<file path="src/rtl/code_sender.sv">
// Digit-serial code transmitter: streams a stored NDIG-nibble code over a
// valid/ready handshake, MSB nibble first, with an optional idle gap between digits.
module code_sender #(
  parameter int unsigned         NDIG       = 6,
  parameter int unsigned         GAP        = 2,
  parameter logic [4*NDIG-1:0]   RESET_CODE = 24'h875828
) (
  input  logic                 clk,
  input  logic                 reset,
  input  logic                 load,
  input  logic [4*NDIG-1:0]    code_in,
  input  logic                 start,
  input  logic                 abort,
  input  logic                 digit_ready,
  output logic [3:0]           digit,
  output logic                 digit_valid,
  output logic                 busy,
  output logic                 done,
  output logic [2:0]           sent_count
);

  localparam int unsigned CODE_W = 4 * NDIG;
  localparam int unsigned IDX_W  = (NDIG > 1) ? $clog2(NDIG) : 1;
  localparam int unsigned GAP_W  = (GAP > 1) ? $clog2(GAP) : 1;

  localparam logic [IDX_W-1:0] LAST_IDX = IDX_W'(NDIG - 1);
  localparam logic [GAP_W-1:0] LAST_GAP = GAP_W'((GAP > 0) ? GAP - 1 : 0);
  localparam logic [2:0]       CNT_MAX  = 3'(NDIG);

  typedef enum logic [1:0] {
    ST_IDLE = 2'd0,
    ST_SEND = 2'd1,
    ST_GAP  = 2'd2,
    ST_DONE = 2'd3
  } state_e;

  state_e              state_q;
  logic [CODE_W-1:0]   code_q;
  logic [IDX_W-1:0]    idx_q;
  logic [GAP_W-1:0]    gap_q;
  logic [2:0]          cnt_q;
  logic [3:0]          digit_q;
  logic                valid_q;
  logic                busy_q;
  logic                done_q;

  logic [IDX_W-1:0]    idx_inc;
  logic [2:0]          cnt_inc;

  // Nibble i counted from the most significant end of the code word.
  function automatic logic [3:0] nib(input logic [CODE_W-1:0] c,
                                     input logic [IDX_W-1:0]  i);
    logic [CODE_W-1:0] s;
    s = c << {i, 2'b00};
    return s[CODE_W-1 -: 4];
  endfunction

  assign idx_inc = idx_q + IDX_W'(1);
  assign cnt_inc = (cnt_q < CNT_MAX) ? cnt_q + 3'd1 : cnt_q;

  always_ff @(posedge clk or negedge reset) begin
    if (!reset) begin
      state_q <= ST_IDLE;
      code_q  <= RESET_CODE;
      idx_q   <= '0;
      gap_q   <= '0;
      cnt_q   <= '0;
      digit_q <= '0;
      valid_q <= 1'b0;
      busy_q  <= 1'b0;
      done_q  <= 1'b0;
    end else begin
      done_q <= 1'b0;
      case (state_q)
        ST_IDLE: begin
          if (load) code_q <= code_in;
          // A same-cycle load supplies the code that is transmitted.
          if (start) begin
            state_q <= ST_SEND;
            idx_q   <= '0;
            cnt_q   <= '0;
            busy_q  <= 1'b1;
            valid_q <= 1'b1;
            digit_q <= nib(load ? code_in : code_q, '0);
          end
        end

        ST_SEND: begin
          if (digit_ready) begin
            cnt_q <= cnt_inc;
            idx_q <= idx_inc;
            if (abort || (idx_q == LAST_IDX)) begin
              state_q <= abort ? ST_IDLE : ST_DONE;
              done_q  <= ~abort;
              busy_q  <= 1'b0;
              valid_q <= 1'b0;
              digit_q <= '0;
            end else if (GAP == 0) begin
              digit_q <= nib(code_q, idx_inc);
            end else begin
              state_q <= ST_GAP;
              gap_q   <= '0;
              valid_q <= 1'b0;
              digit_q <= '0;
            end
          end else if (abort) begin
            state_q <= ST_IDLE;
            busy_q  <= 1'b0;
            valid_q <= 1'b0;
            digit_q <= '0;
          end
        end

        ST_GAP: begin
          if (abort) begin
            state_q <= ST_IDLE;
            busy_q  <= 1'b0;
          end else if (gap_q == LAST_GAP) begin
            state_q <= ST_SEND;
            valid_q <= 1'b1;
            digit_q <= nib(code_q, idx_q);
          end else begin
            gap_q <= gap_q + GAP_W'(1);
          end
        end

        ST_DONE: begin
          state_q <= ST_IDLE;
        end

        default: begin
          state_q <= ST_IDLE;
          busy_q  <= 1'b0;
          valid_q <= 1'b0;
          digit_q <= '0;
        end
      endcase
    end
  end

  assign digit       = digit_q;
  assign digit_valid = valid_q;
  assign busy        = busy_q;
  assign done        = done_q;
  assign sent_count  = cnt_q;

endmodule

</file>
<file path="config.mk">
export PLATFORM = sky130hd
export DESIGN_NAME = code_sender
export DESIGN_NICKNAME = d
export VERILOG_FILES = /design/src/rtl/code_sender.sv
export SDC_FILE = /design/constraint.sdc
export NUM_CORES = 1
export LEC_CHECK = 0
export ABC_AREA = 1
export CORE_MARGIN = 3
export CORE_UTILIZATION = 45
export DETAILED_ROUTE_END_ITERATION = 8
export HOLD_SLACK_MARGIN = 0.02
export PLACE_DENSITY = 0.7
export SYNTH_ARGS = -nofsm -noshare
export SYNTH_HDL_FRONTEND = slang
export SYNTH_SLANG_ARGS = --single-unit
</file>
<file path="constraint.sdc">
create_clock -name clk -period 1.5 [get_ports clk]
set_input_delay 0.15 -clock clk [delete_from_list [all_inputs] [get_ports clk]]
set_output_delay 0.15 -clock clk [all_outputs]
set_load 0.005 [all_outputs]
</file>
==> results.toml <==
[drt]
postRouteAntennaNets = 0
drt-initial-drc-count = 89
drt_total_wl_mm = 4.28
post-route-drc-count = 0
avgViaCountPerCell = 4.89
wl_per_cell_um = 11.8
count_of_vias_placed_by_the_detailed_router = 1781
firstDrtPassIters = 4

[run_status]
status = "finished clean"

[power_and_ir_drop]
clockPowerShare_pct = 13.6
vdd.ir_drop.worst_mv = 0.890
p_seq_share_pct = 37.8
netSwitchingPower_mw = 1.96
power.leakage_nw = 1.33
powerDensity_nw_per_um2 = 1820
switching_share_pct = 39.4
totalPowerFinal_mw = 4.98
power.share.combinational_pct = 48.6
p_int_mw = 3.02

[grt]
grt_antenna_before_repair = 0
grt_usage_pct = 16.8
first_pass_grt_wire_length_mm = 7.22
number_of_global_route_vias_before_repair = 1678
largest_net_degree_at_the_start_of_global_routing = 41
grt.overflow.total = 0

[cells_and_area]
finalNetCount = 348
multiInputGateArea_um2 = 953
layout_cells_sized_above_1_pct = 18.3
area_delta_synth_final_pct = 27.6
fillers = 415
seqCellArea_um2 = 1010
diodes = 0

[placed_design]
finalWeightedCongestion = 0.867
port-buffer-count = 39
place_hpwl_mm = 3.16

[logic_synthesis]
synth-seq-area-share_pct = 47.2
synth.cell_area_um2 = 2140
total_of_flip_flops_plus_latches_after_synthesis = 40
synth_compound_area_share_pct = 13.6
synth_simple_gate_area_share_pct = 22.7
post_synth_num_cell_types = 27
syn-mean-instance-area_um2 = 8.18
yosysWarningCount = 0
share_of_cell_area_taken_by_muxes_after_synthesis_pct = 2.10
synth_nets = 299
post_synth_inst_count = 262
post_synthesis_share_of_cell_area_spent_on_xor_and_xnor_gates_pct = 0.409
synth_top_family_by_area = "simple AND/OR/NAND/NOR gates"
post_synth_fa_ha_maj_area_fraction_pct = 4.09

[timing]
slew_headroom_pct = 67.1
clock_skew_ns = 0.00700
unrepaired_setup_endpoints_after_global_routing = "true"
worst-slew-pin-transition_ns = 0.493
period_minus_slack_ns = 1.45
setup-tns-final_ns = 0
max_clock_freq_mhz = 688
min_period_over_period_pct = 97.0
timing.final.max_slew_violations = 0
hold_viol_final = 0
setup_viol_count_final = 0

[cts]
clkSlewWorstSetupHoldPaths_ns = 0.07
tritoncts_num_sinks = 40
cts_tree = "built"
clock_tree_buf_depth = 2
clk_latency_ns = 0.29
ctsRootBufferMaster = "sky130_fd_sc_hd__clkbuf_8"
numCtsBuffers = 5
htree_levels = 2

[worst_hold_path]
hp-start = "code_in[18]"
hold_path.class = "input port to flop"

[worst_setup_path]
path_depth = 9
crit_path_cell_trace = "inv_2, ha_2, inv_2, nor2_2, nand2_2, o21ai_0, nor2_1, nand3_1, o21ai_0"
timing.critical_path.buf_inv = 2
worst-r2r-setup-slack_ns = 0.05
worst-path-max-fanout = 4
crit_arrival_ns = 1.63
worstSetupStartpointType = "flop"
critical_path_class = "flop to flop"
cp-startpoint = "state_q[1]$_DFFE_PN0P_"
end_of_the_critical_path = "state_q[1]$_DFFE_PN0P_"
crit_required_ns = 1.67
endpoint_kind = "flop"
worst_path_dominant_cell_family = "simple AND/OR/NAND/NOR gates"
critPathMaxStageDelay_ns = 0.41
regToRegEndpoint = "state_q[1]$_DFFE_PN0P_"
crit_slowest_cell = "sky130_fd_sc_hd__dfrtp_1"
worst_reg2reg_path_startpoint = "state_q[1]$_DFFE_PN0P_"
worstRegToRegCells = 9

[floorplan]
initial_utilization_pct = 47.9
die_area_um2 = 5630
boundaryPins = 40
num_rows = 24
die_w_um = 75.0
die_height_um = 75.0
core_footprint_um2 = 4470

[run]
drv.max_cap_violation_count = 0
state kept, by name (all words and copies together) (netlist names):
register	count
busy	1
sent_count	3
digit	4
gap_q	1
state_q	2
digit_valid	1
idx_q	3
code_q	24
done	1
worst min-delay path by stage:
stage                                      to  slack [ns]  cells past startpoint
floorplan                    busy$_DFFE_PN0P_       -0.15                      0
global placement    sent_count[2]$_DFFE_PN0P_        0.23                      2
detailed placement  sent_count[2]$_DFFE_PN0P_        0.24                      2
CTS                    code_q[18]$_DFFE_PN1P_        0.40                      3
global route           code_q[18]$_DFFE_PN1P_        0.42                      3
finish                 code_q[18]$_DFFE_PN1P_        0.40                      3
synth_stat cells (all sizes together):
cell type | count | area share [%]
nand3 | 17 | 4.4
dfstp | 9 | 11
a21oi | 22 | 5.7
nand2 | 60 | 12
a211oi | 4 | 1.4
nor2 | 35 | 6.4
o32ai | 1 | 0.41
buf | 8 | 2.9
xor2 | 1 | 0.41
o211ai | 5 | 1.8
ha | 7 | 4.1
inv | 40 | 7.0
or2 | 1 | 0.29
mux2 | 4 | 2.1
a31oi | 1 | 0.29
o21ai | 16 | 4.1
dfrtp | 31 | 36
worst reg2reg max path: stages (launching register included):
cell                      delay (ns)
sky130_fd_sc_hd__dfrtp_1        0.41
sky130_fd_sc_hd__inv_2          0.08
sky130_fd_sc_hd__ha_2           0.22
sky130_fd_sc_hd__inv_2          0.05
sky130_fd_sc_hd__nor2_2         0.12
sky130_fd_sc_hd__nand2_2        0.10
sky130_fd_sc_hd__o21ai_0        0.08
sky130_fd_sc_hd__nor2_1         0.10
sky130_fd_sc_hd__nand3_1        0.09
sky130_fd_sc_hd__o21ai_0        0.08
cell type report:
| cell class | instances | share of cell area, % |
|---|---|---|
| Inverter | 40 | 5.58 |
| Clock buffer | 8 | 2.93 |
| Sequential cell | 40 | 37.0 |
| Timing Repair Buffer | 50 | 17.2 |
| Multi-Input combinational cell | 174 | 34.9 |
| Tap cell | 52 | 2.38 |
per-layer routing:
metal / wire length, µm / global-route usage, %
met2: 1950 / 25.8
met3: 143 / 2.80
met5: 0 / 0
met4: 83 / 7.71
met1: 2110 / 23.3
timing repair:
action | in CTS | in global routing
endpoints found under the setup margin | 3 | 24
pin swaps | 0 | 5
hold buffers | 1 | 0
resized for setup | 2 | 13
setup buffers | 0 | 0
hold endpoints to repair | 31 | 0
kinds of logic after synthesis:
logic type / count (synthesis)
adders and majority gates: 7
muxes: 4
AOI/OAI and AO/OA: 49
xor gates and xnor gates: 1
and+or+nand+nor: 113
buffers and inverters: 48
DFF: 40
layout by cell type (no fill, tap or decap), types with 2 or more instances in the layout:
cell type                          n
sky130_fd_sc_hd__nand2_1          52
sky130_fd_sc_hd__clkdlybuf4s50_1  38
sky130_fd_sc_hd__inv_1            34
sky130_fd_sc_hd__dfrtp_1          31
sky130_fd_sc_hd__nor2_1           30
sky130_fd_sc_hd__a21oi_1          21
sky130_fd_sc_hd__nand3_1          15
sky130_fd_sc_hd__o21ai_0          13
sky130_fd_sc_hd__buf_4            10
sky130_fd_sc_hd__dfstp_2           9
sky130_fd_sc_hd__nand2_2           6
sky130_fd_sc_hd__inv_2             5
sky130_fd_sc_hd__o211ai_1          5
sky130_fd_sc_hd__clkbuf_8          5
sky130_fd_sc_hd__nor2_2            4
sky130_fd_sc_hd__mux2_2            4
sky130_fd_sc_hd__a211oi_1          4
sky130_fd_sc_hd__ha_1              4
sky130_fd_sc_hd__ha_2              3
sky130_fd_sc_hd__clkbuf_1          3
sky130_fd_sc_hd__nand2_4           2
sky130_fd_sc_hd__o21ai_2           2
power by group through the flow:
| stage | sequential, mW | clock [mW] | combinational (mW) |
|---|---|---|---|
| floorplan | 1.87 | 0 | 1.65 |
| global placement | 1.89 | 0 | 2.31 |
| detailed placement | 1.90 | 0 | 2.33 |
| CTS | 1.88 | 0.704 | 2.37 |
| global route | 1.95 | 0.733 | 2.78 |
| finish | 1.88 | 0.677 | 2.42 |
metrics by stage:
stage | std cells | hold WS, ns | cell area, µm² | util [%] | setup WS [ns]
finish | 364 | 0.402 | 2730 | 61.1 | 0.0457
global route | 364 | 0.416 | 2730 | 61.1 | -0.0934
detailed placement | 355 | 0.240 | 2610 | 58.2 | 0.00941
global placement | 355 | 0.232 | 2610 | 58.2 | 0.0386
floorplan | 262 | -0.146 | 2140 | - | 0.129
CTS | 364 | 0.398 | 2710 | 60.5 | 0.00615
No activity file was read; power rests on OpenSTA's default activity.
